==> config.mk <==
export PLATFORM = sky130hd
export DESIGN_NAME = relu_maxpool_fp16
export DESIGN_NICKNAME = d
export VERILOG_FILES = /design/src/rtl/fp16_pkg.sv /design/src/rtl/fp16_max2.sv /design/src/rtl/relu_maxpool_fp16.sv
export SDC_FILE = /design/constraint.sdc
export NUM_CORES = 1
export LEC_CHECK = 0
export CAP_MARGIN = 20
export CORE_MARGIN = 5
export CORE_UTILIZATION = 40
export DETAILED_ROUTE_END_ITERATION = 6
export PLACE_DENSITY_LB_ADDON = 0.2
export SLEW_MARGIN = 20
export SYNTH_ARGS = -nofsm -noshare
export SYNTH_HDL_FRONTEND = slang
export SYNTH_SLANG_ARGS = --single-unit
==> constraint.sdc <==
create_clock -name clk -period 4.95 [get_ports clk]
set_input_delay 0.495 -clock clk [delete_from_list [all_inputs] [get_ports clk]]
set_output_delay 0.495 -clock clk [all_outputs]
set_load 0.05 [all_outputs]
==> src/rtl/fp16_pkg.sv <==
// fp16_pkg: shared fp16 constants and ReLU helpers
package fp16_pkg;

    localparam logic [15:0] FP16_ZERO      = 16'h0000;
    localparam logic [15:0] FP16_EXP_MASK  = 16'h7C00;
    localparam logic [15:0] FP16_MANT_MASK = 16'h03FF;

    function automatic logic fp16_is_nan(input logic [15:0] x);
        return ((x & FP16_EXP_MASK) == FP16_EXP_MASK) && ((x & FP16_MANT_MASK) != FP16_ZERO);
    endfunction

    // Negative values and NaNs clamp to +0; +inf and every other value pass through
    function automatic logic [15:0] fp16_relu(input logic [15:0] x);
        return (x[15] || fp16_is_nan(x)) ? FP16_ZERO : x;
    endfunction

endpackage

==> src/rtl/fp16_max2.sv <==
// fp16_max2: max of two non-negative fp16 magnitudes, ties keep operand a
module fp16_max2 (
    input  logic [14:0] a_i,
    input  logic [14:0] b_i,
    output logic [14:0] max_o
);

    assign max_o = (b_i > a_i) ? b_i : a_i;

endmodule

==> src/rtl/relu_maxpool_fp16.sv <==
// relu_maxpool_fp16: ReLU followed by 2x2/stride-2 max pooling over a raster fp16 stream
module relu_maxpool_fp16
    import fp16_pkg::*;
#(
    parameter int ROW_W = 8
) (
    input  logic        clk,
    input  logic        rst,
    input  logic [15:0] in_data,
    input  logic        in_valid,
    input  logic        in_sof,
    output logic [15:0] out_data,
    output logic        out_valid,
    output logic        out_eol
);

    localparam int CW = $clog2(ROW_W);
    localparam int IW = (ROW_W > 2) ? $clog2(ROW_W / 2) : 1;
    localparam logic [CW-1:0] LAST = CW'(ROW_W - 1);

    logic [CW-1:0] col_q, col_d, cur_col;
    logic          row_odd_q, row_odd_d, cur_row;
    logic [14:0]   hold_q, hold_d;
    logic [15:0]   out_data_q, out_data_d;
    logic          out_valid_q, out_valid_d;
    logic          out_eol_q, out_eol_d;
    logic [14:0]   lb_q [ROW_W/2];
    logic [14:0]   word, hmax, pmax;
    logic [IW-1:0] idx;
    logic          is_odd, is_last, done;

    // sof forces the word to row 0 col 0, which also discards any partial window
    assign word    = 15'(fp16_relu(in_data));
    assign cur_col = in_sof ? '0 : col_q;
    assign cur_row = in_sof ? 1'b0 : row_odd_q;
    assign is_odd  = cur_col[0];
    assign is_last = cur_col == LAST;
    assign idx     = IW'(cur_col >> 1);
    assign done    = is_odd & cur_row;

    fp16_max2 u_hmax (.a_i(hold_q),    .b_i(word), .max_o(hmax));
    fp16_max2 u_pmax (.a_i(lb_q[idx]), .b_i(hmax), .max_o(pmax));

    // Advance raster position, capture the even-column word and form the pooled result
    always_comb begin
        col_d       = col_q;
        row_odd_d   = row_odd_q;
        hold_d      = hold_q;
        out_data_d  = out_data_q;
        out_valid_d = 1'b0;
        out_eol_d   = 1'b0;
        if (in_valid) begin
            col_d       = is_last ? '0 : cur_col + 1'b1;
            row_odd_d   = cur_row ^ is_last;
            hold_d      = is_odd ? hold_q : word;
            out_valid_d = done;
            out_eol_d   = done & is_last;
            out_data_d  = done ? {1'b0, pmax} : out_data_q;
        end
    end

    // State and output registers
    always_ff @(posedge clk) begin
        if (rst) begin
            col_q       <= '0;
            row_odd_q   <= 1'b0;
            hold_q      <= '0;
            out_data_q  <= FP16_ZERO;
            out_valid_q <= 1'b0;
            out_eol_q   <= 1'b0;
        end else begin
            col_q       <= col_d;
            row_odd_q   <= row_odd_d;
            hold_q      <= hold_d;
            out_data_q  <= out_data_d;
            out_valid_q <= out_valid_d;
            out_eol_q   <= out_eol_d;
        end
    end

    // Even rows park horizontal maxima; every entry is rewritten before an odd row reads it
    always_ff @(posedge clk) begin
        if (in_valid && is_odd && !cur_row) lb_q[idx] <= hmax;
    end

    assign out_data  = out_data_q;
    assign out_valid = out_valid_q;
    assign out_eol   = out_eol_q;

endmodule
==> results.txt, run 1 <==
* Period minus WS final: 4.77 ns
- Crit path arrival time: about 5.0 ns
- The first routing iteration left ~180 violations.
- Root buffer selected by CTS: sky130_fd_sc_hd__clkbuf_16
- Summing the areas of all fa, ha and maj instances in the mapped netlist gives around 8.3% of the synthesized area.
- The core region is roughly 12000 um2.
- Hold bufs inserted after CTS: 0
- The Yosys step of the flow raised 0 warnings.
- After global routing the overflow that remains totals 0.
- After routing the design area is 5920 um2.
- Detailed routing inserted a total of between 3000 and 4000 vias.
- Status: complete, no violations
- Of all nets on the critical path, the largest fanout is 16.
* Starting Density: 40.5%
- Async set-or-reset flop fraction in the synthesized netlist: 0%
- Counting both buffers and inverters, the worst setup path holds a total of 3.
- The commonest cells after synthesis are sky130_fd_sc_hd__edfxtp_1, sky130_fd_sc_hd__nor2_1, sky130_fd_sc_hd__dfxtp_1.
- Sequential cell area fraction in the yosys report: between 50% and 60%
- Total setup violations reported at the end of the flow: 0
- Summed over all cells, the static leakage comes to 2.30 nW.
* Layout Area Growth over Synthesis: 22.2%
- Cell internal power was estimated by the tool at 1.40 mW.
* Number of max-capacitance violations reported: 0
* Predominant post-synthesis flop cell: sky130_fd_sc_hd__edfxtp_1
- Transition time of the tightest slew-check pin: approximately 0.93 ns
* Die area: roughly 14000 um2
- Ant. Diodes: 0
* Post-Syn Area per Cell: ~12 um2
* Filler-free cell count of the finished design: 636
- In this run the cell area measured after placement is about 5600 um2.
- The final layout contains ~540 nets.
- After synthesis, the largest family of logic cells by area is simple AND/OR/NAND/NOR gates.
* Netlist Area Pre-Place: around 4800 um2
* Portion of total power attributed to combinational logic: 14.0%
* Clock transition at the register clock pins on the worst setup and hold paths after CTS: roughly 0.06 ns
- The synthesized design contains 60 enable-type register cells.
- Post-synthesis register bit count: 96
* Element type at the critical path end: flip-flop
- Of the cells placed in the final design, the portion with a size suffix greater than 1 is about a fifth.
* Cell types occupying the most area after synthesis: sky130_fd_sc_hd__edfxtp_1, sky130_fd_sc_hd__dfxtp_1, sky130_fd_sc_hd__ha_1, sky130_fd_sc_hd__mux2_2, sky130_fd_sc_hd__nor2_1
* Kind of critical path: in -> reg
- In this run switching power makes up a little under a quarter of total power.
* Vertical die dimension: roughly 120 um
* Total iterations of the first detailed-routing run: 4
* Hold WS: roughly 0.49 ns
- The share of total power dissipated in the clock network is 37.7%.
* Detail Placement HPWL: around 7.9 mm
- Deepest clock path buffer count: 2
- In this run the tightest slew margin relative to its limit is between 30% and 40%.
* Chip Width: 120 um
* Hold Path Class: reg -> reg
- The hold violation count in the final report came to 0.
- Inserted Clock Buffers: 9
* Final wirelength: ~11 mm
* VDD IR max: about 0.16 mV
- In the final routed layout, each cell accounts on average for 17.3 um.
- Count of port buffers added during placement: 36
* Via density: roughly 5.4
- Entering global routing, the biggest net connects 32 pins.
- Unrepaired setup endpoints after global routing: false
- Critical Path Slowest Stage Cell: sky130_fd_sc_hd__clkdlybuf4s50_1
* Mapped Cells: between 400 and 500
- Summing the areas of all and, or, nand and nor instances in the mapped netlist gives about an eighth of the synthesized area.
- For this run, the slowest stage of the critical path takes between 0.4 and 0.5 ns.
- On the final layout, the worst clock skew is 0.00429 ns.
- Number of sinks driven by the clock tree: 96
- Summing the areas of all compound-gate instances in the mapped netlist gives 11.8% of the synthesized area.
- Clock latency on the worst-skew pair, taken at its later pin, is 0.34 ns.
- When the netlist entered floorplanning its net count stood at between 400 and 500.
- For this run, the total global-route usage over all layers was measured as about 16%.
* Initial antenna violation count: 0
- The top cell type by area accounts for between 30% and 40% of the synthesized area.
- Final clock period utilization by the worst path: between 90% and 100%
- Gates resized during post-CTS repair numbered 0.
- After clock tree synthesis, the setup repair step added 0 buffers.
- sky130_fd_sc_hd__edfxtp_1 takes more of the synthesized area than any other cell.
* Slew Limit Fails: 0
- The analysis attributes to net switching a power of about 0.42 mW.
- Startpoint class of the critical path: input port
* Remaining antenna violation count after routing: 0
- Clock tree from TritonCTS: built
- Site row count: 40
* Number of global-route vias before repair: about 3300
- H-tree levels: 3
* Cell count after placement: 620
- In this run the power density over the cells is between 300 and 400 nW/um2.
* Final weighted congestion in routability-driven placement: between 0.9 and 1
- Global-route wire length before repair: roughly 18 mm
- Counting distinct cell types in the post-synthesis netlist gives 41.
- Final routed DRC violation total: 0
* Fmax: around 210 MHz
- Among all cell types in the netlist, the one instantiated most often is sky130_fd_sc_hd__edfxtp_1.
* # IOs: 38
- In the synthesized netlist, mux cells make up between 10% and 20% of the area.
- Walking the worst path, the cells encountered are clkdlybuf4s50_1 -> and3_1 -> a31oi_1 -> a31o_2 -> and2_1 -> ha_1 -> nand4_2 -> nor3_2 -> o31ai_2 -> a21boi_4 -> buf_12 -> mux2_2 -> ha_1 -> a211oi_1 -> nor2_1 -> o31ai_1 -> a21oi_1 -> and2_1 -> buf_12 -> a221o_1.
- Grouping stages by cell kind, the critical path spends the most delay in compound AO/OA/AOI/OAI gates.
- Share of total power in sequential cells: between 40 and 50%
- Fraction of synthesized cell area in xor and xnor cells: 0%
* Data required time at the worst endpoint: around 5.2 ns
-- kinds of logic after synthesis --
group | after synthesis
mux | 48
flops | 96
fa+ha+maj | 32
simple gates | 125
other cells | 1
buf+inv | 40
compound gates | 79
-- stage by stage --
step	setup WS (ns)	utilization [%]	TNS [ns]	power (mW)
CTS	0.231	49.5	0	1.83
global placement	0.0659	47.1	0	1.14
detailed placement	-0.126	47.1	-1.77	1.15
finish	0.180	49.5	0	1.81
floorplan	0.476	-	0	1.05
global route	0.0121	49.5	0	1.88
-- layout make-up --
cell class	instances	area (um2)
clock buffer	13	250
clock inverter	3	42.5
fill	1100	6040
inverter	18	67.6
multi-input combinational	285	2180
sequential	96	2520
tap	147	184
timing repair buffer	74	671
-- power by group through the flow --
stage / logic [mW] / registers, mW / clock network [mW]
after floorplan: 0.162 / 0.890 / 0
after global placement: 0.249 / 0.891 / 0
after detailed placement: 0.255 / 0.892 / 0
after CTS: 0.256 / 0.874 / 0.698
after global routing: 0.282 / 0.875 / 0.725
final: 0.255 / 0.874 / 0.683
-- worst register-to-register path: cells and delay by family, from the launching register on --
family	cells	cell delay (ns)
compound gates	6	1.34
fa+ha+maj	2	0.62
buf+inv	3	0.40
flops	1	0.36
simple gates	4	0.68
mux	1	0.37
-- placed cells by master (no fill, tap or decap), types with 3 or more instances in the layout --
| cell | instances |
|---|---|
| sky130_fd_sc_hd__nand2_1 | 12 |
| sky130_fd_sc_hd__nand3b_1 | 4 |
| sky130_fd_sc_hd__nor2b_1 | 17 |
| sky130_fd_sc_hd__clkdlybuf4s50_1 | 36 |
| sky130_fd_sc_hd__edfxtp_1 | 60 |
| sky130_fd_sc_hd__mux2i_1 | 16 |
| sky130_fd_sc_hd__inv_1 | 18 |
| sky130_fd_sc_hd__clkbuf_1 | 3 |
| sky130_fd_sc_hd__mux2_4 | 7 |
| sky130_fd_sc_hd__nor2_1 | 54 |
| sky130_fd_sc_hd__a21oi_1 | 30 |
| sky130_fd_sc_hd__dfxtp_1 | 36 |
| sky130_fd_sc_hd__and2_1 | 16 |
| sky130_fd_sc_hd__a211oi_1 | 4 |
| sky130_fd_sc_hd__a221oi_1 | 14 |
| sky130_fd_sc_hd__a221o_1 | 15 |
| sky130_fd_sc_hd__nor4_1 | 3 |
| sky130_fd_sc_hd__ha_1 | 32 |
| sky130_fd_sc_hd__clkbuf_16 | 9 |
| sky130_fd_sc_hd__o21ai_0 | 6 |
| sky130_fd_sc_hd__buf_4 | 36 |
| sky130_fd_sc_hd__mux2_2 | 25 |
| sky130_fd_sc_hd__a22oi_1 | 3 |
| sky130_fd_sc_hd__nand4_1 | 4 |
-- routing by layer --
layer  global-route usage [%]  vias up  share of wire (%)
met5                        0        -                  0
met4                     5.65        0                1.9
met3                     2.31       16                3.0
met2                     26.3       62                 47
met1                     21.6     1665                 48
li1                         -     1695                  -
-- state kept, by name, indices dropped and copies added, names as in the netlist --
name / count
col_q: 3
hold_q: 15
lb_q: 60
out_data: 15
out_eol: 1
out_valid: 1
row_odd_q: 1
-- final timing paths --
kind	cells after the start	startpoint	endpoint	slack, ns
min reg2reg	2	col_q[1]	col_q[1]	0.49
max reg2reg	16	hold_q[13]	out_data[3]	1.07
max	20	in_data[13]	out_data[3]	0.18
min	2	col_q[1]	col_q[1]	0.49
Power figures use the tool's default switching activity.
==> inputs of run 2 (changes only) <==
--- a/config.mk
+++ b/config.mk
@@ -6,7 +6,6 @@
 export NUM_CORES = 1
 export LEC_CHECK = 0
 export CAP_MARGIN = 20
-export CORE_MARGIN = 5
 export CORE_UTILIZATION = 40
 export DETAILED_ROUTE_END_ITERATION = 6
 export PLACE_DENSITY_LB_ADDON = 0.2
==> run 2 against run 1 <==
Effect of this change: utilization up 2.0 points; critical path type unchanged; clock power up 15%; combinational power about the same; the run now ends with DRC left; first-iteration DRC count up 3.9%; cell count down 0.16%; sequential power about the same; critical endpoint is now out_data[4].
==> results.txt, run 2 (same netlist as run 1, synthesis figures left out) <==
- Period minus WS final: 4.71 ns (-0.0571 ns)
- Worst slew slack as a fraction of its limit: 34.4% (-3.3 points)
- Slew Limit Fails: 0 (unchanged)
- Final wirelength: 11.4 mm (+4.1%)
- The number of flip-flops under the largest register name was 60 (unchanged).
- Flop2flop setup slack: 1.11 ns (+0.04 ns)
- The count of fill cells added during filler insertion is 1022 (-7.1%).
* # IOs: 38 (unchanged)
* Worst-Skew Late Latency: 0.35 ns (about the same)
- The aggregate global-route resource usage is 19.1% (+3.1 points).
- Proportion of layout cells with a drive suffix above 1: 20.1% (+1.3 points)
- The post-route setup TNS was 0 ns (unchanged).
* Remaining antenna violation count after routing: 0 (unchanged)
* Via density: 5.47 (+1.1%)
- The average wire per cell in the routed design was 18.0 um (+4.2%).
* Fraction of the core area covered by cells at the end of the flow: 51.5% (+2.0 points)
* Starting Density: 41.7% (+1.2 points)
* Final weighted congestion in routability-driven placement: 0.803 (-12%)
- Number of max-capacitance violations reported: 0 (unchanged)
* Total iterations of the first detailed-routing run: 7 (+3)
- Count of port buffers added during placement: 36 (unchanged)
* Site row count: 39 (-2.5%)
* Endpoint of the worst register-to-register path: out_data[4]
- Deepest clock path buffer count: 2 (unchanged)
- Relative to the synthesized area, the layout overhead comes to 23.5%.
- The count of vias placed by the detailed router is 3472 (+0.99%).
- Final clock period utilization by the worst path: 95.2% (-1.2 points)
* Ant. Diodes: 0 (unchanged)
- Number of global-route vias before repair: 3458 (+3.5%)
- Kind of critical path: in -> reg
- Number of sinks driven by the clock tree: 96 (unchanged)
* Starting DRC count in detailed routing: 185 (+3.9%)
- Biggest fanout along the worst timing path: 12 (-4)
- For hold timing, the worst endpoint is col_q[0].
- Hold Path Class: reg -> reg
- The area enclosed by the die boundary is 12600 um2 (-13%).
- The startpoint identified for the worst register-to-register timing path is hold_q[14].
* Maximum number of pins on one net before global-route repair: 34 (+6.3%)
- Top register by number of flip-flops: lb_q
- Detail Placement HPWL: 7.91 mm (about the same)
- TritonCTS built the clock tree.
- Fmax: 212 MHz (+1.2%)
* H-tree levels: 3 (unchanged)
* PwrDens: 321 nW/um2 (+4.8%)
- The power consumption is 1.92 mW (+5.9%).
- The setup violation total in the final timing report came to 0 (unchanged).
- The library cell used most frequently in the layout, excluding fill and tap cells, is sky130_fd_sc_hd__edfxtp_1.
* Transition time of the tightest slew-check pin: 0.984 ns (+0.0490 ns)
* Highest-count cells in the layout ignoring fill and taps: sky130_fd_sc_hd__edfxtp_1, sky130_fd_sc_hd__nor2_1, sky130_fd_sc_hd__buf_4, sky130_fd_sc_hd__dfxtp_1, sky130_fd_sc_hd__clkdlybuf4s50_1
* Hold Vio Cnt, Final: 0 (unchanged)
- The leakage power is 2.34 nW (+1.6%).
- Root buffer selected by CTS: sky130_fd_sc_hd__clkbuf_16
- Area inside the core boundary: 11600 um2 (-2.9%)
* Min-delay src: col_q[0]
- The worst voltage drop across the vdd grid is 0.138 mV (-11%).
- The DRC violations left came to 2 (+2).
- The total overflow reported by the global router is 0 (unchanged).
- Hold WS: 0.485 ns (-0.00418 ns)
* Final Skew: 0.00809 ns (+0.00380 ns)
* Failing checks: DRC
- The number of CTS-inserted buffers was 9 (unchanged).
- Initial antenna violation count: 0 (unchanged)
- Chip Width: 112 um (-6.7%)
- Data required time at the worst endpoint: 5.18 ns (about the same)
- The worst setup path is launched from an input port.
* Crit path arrival time: 4.94 ns (-0.05 ns)
* Layout net count: 539 (+0.56%)
- The number of buffers added to fix hold violations after cts is 0 (unchanged).
- The first-pass GRT wire length came to 18.2 mm (+1.5%).
* Status: finished with violations
- The floorplan die height is 112 um (-6.7%).
- The cell depth of the worst flop-to-flop path came to 16 (unchanged).
- The worst setup path is captured at a flip-flop.
- Clock transition at the register clock pins on the worst setup and hold paths after CTS: 0.06 ns (about the same)
- The number of cells on the worst hold path came to 2 (unchanged).
run 2: worst max-delay path by stage:
stage,from,to,slack [ns],depth (start not counted)
6_report,in_data[12],out_data[4],0.24,20
3_3_place_gp,in_data[12],out_data[11],0.05,19
4_1_cts,in_data[12],out_data[4],0.23,19
5_1_grt,in_data[12],out_data[4],-0.02,20
2_1_floorplan,in_data[12],out_data[10],0.48,20
3_5_place_dp,in_data[12],out_data[13],-0.13,19
run 2: power by group:
group	internal [mW]	switching, mW	total (mW)
combinational	0.123	0.135	0.258
clock	0.493	0.294	0.787
sequential	0.868	0.00616	0.874
total	1.48	0.435	1.92
run 2: worst max-delay path, stage by stage:
cell,delay [ns]
sky130_fd_sc_hd__clkdlybuf4s50_1,0.47
sky130_fd_sc_hd__and3_1,0.16
sky130_fd_sc_hd__a31oi_1,0.09
sky130_fd_sc_hd__a31o_2,0.24
sky130_fd_sc_hd__and2_1,0.18
sky130_fd_sc_hd__ha_1,0.33
sky130_fd_sc_hd__nand4_2,0.15
sky130_fd_sc_hd__nor3_2,0.25
sky130_fd_sc_hd__o31ai_2,0.12
sky130_fd_sc_hd__a21boi_4,0.20
sky130_fd_sc_hd__buf_4,0.22
sky130_fd_sc_hd__mux2_2,0.37
sky130_fd_sc_hd__ha_1,0.31
sky130_fd_sc_hd__nand2_1,0.08
sky130_fd_sc_hd__o21ai_0,0.31
sky130_fd_sc_hd__a211oi_1,0.11
sky130_fd_sc_hd__a22oi_1,0.24
sky130_fd_sc_hd__buf_4,0.25
sky130_fd_sc_hd__nor2_1,0.07
sky130_fd_sc_hd__a221o_1,0.28
run 2: what timing repair did:
item                                    in CTS  in global routing
endpoints found under the setup margin       0                 15
buffers inserted                             0                  0
gates resized for setup                      0                  2
endpoints found under the hold margin        0                  0
run 2: layout make-up:
type                       count  area (um2)  share of cell area [%]
tap                          143         179                    2.99
timing repair buffer          77         681                    11.4
clock buffer                  10         229                    3.83
sequential                    96        2520                    42.1
clock inverter                 6         109                    1.82
inverter                      18        67.6                    1.13
multi-input combinational    285        2200                    36.7
run 2: metal layers:
metal	wire length (um)	GRT usage, %	up-vias
met5	0	0	-
li1	-	-	1697
met2	5500	31.6	93
met4	107	6.76	0
met1	5310	25.4	1675
met3	510	3.02	7
run 2: per-stage QoR:
| stage | cell area (um2) | setup WS [ns] | std cells |
|---|---|---|---|
| after floorplan | 4840 | 0.476 | 421 |
| after global placement | 5630 | 0.0488 | 619 |
| after detailed placement | 5630 | -0.130 | 619 |
| after CTS | 5970 | 0.229 | 635 |
| after global routing | 5980 | -0.0181 | 635 |
| final | 5980 | 0.237 | 635 |
==> inputs of run 3 (changes only) <==
==> constraint.sdc (replaced) <==
create_clock -name clk -period 4.95 [get_ports clk]
set_input_delay 0.495 -clock clk [delete_from_list [all_inputs] [get_ports clk]]
set_output_delay 0.495 -clock clk [all_outputs]
set_load 0.02 [all_outputs]
==> results of run 3 <==
The final DEF is identical to that of run 2. Status: finished with violations: DRC.
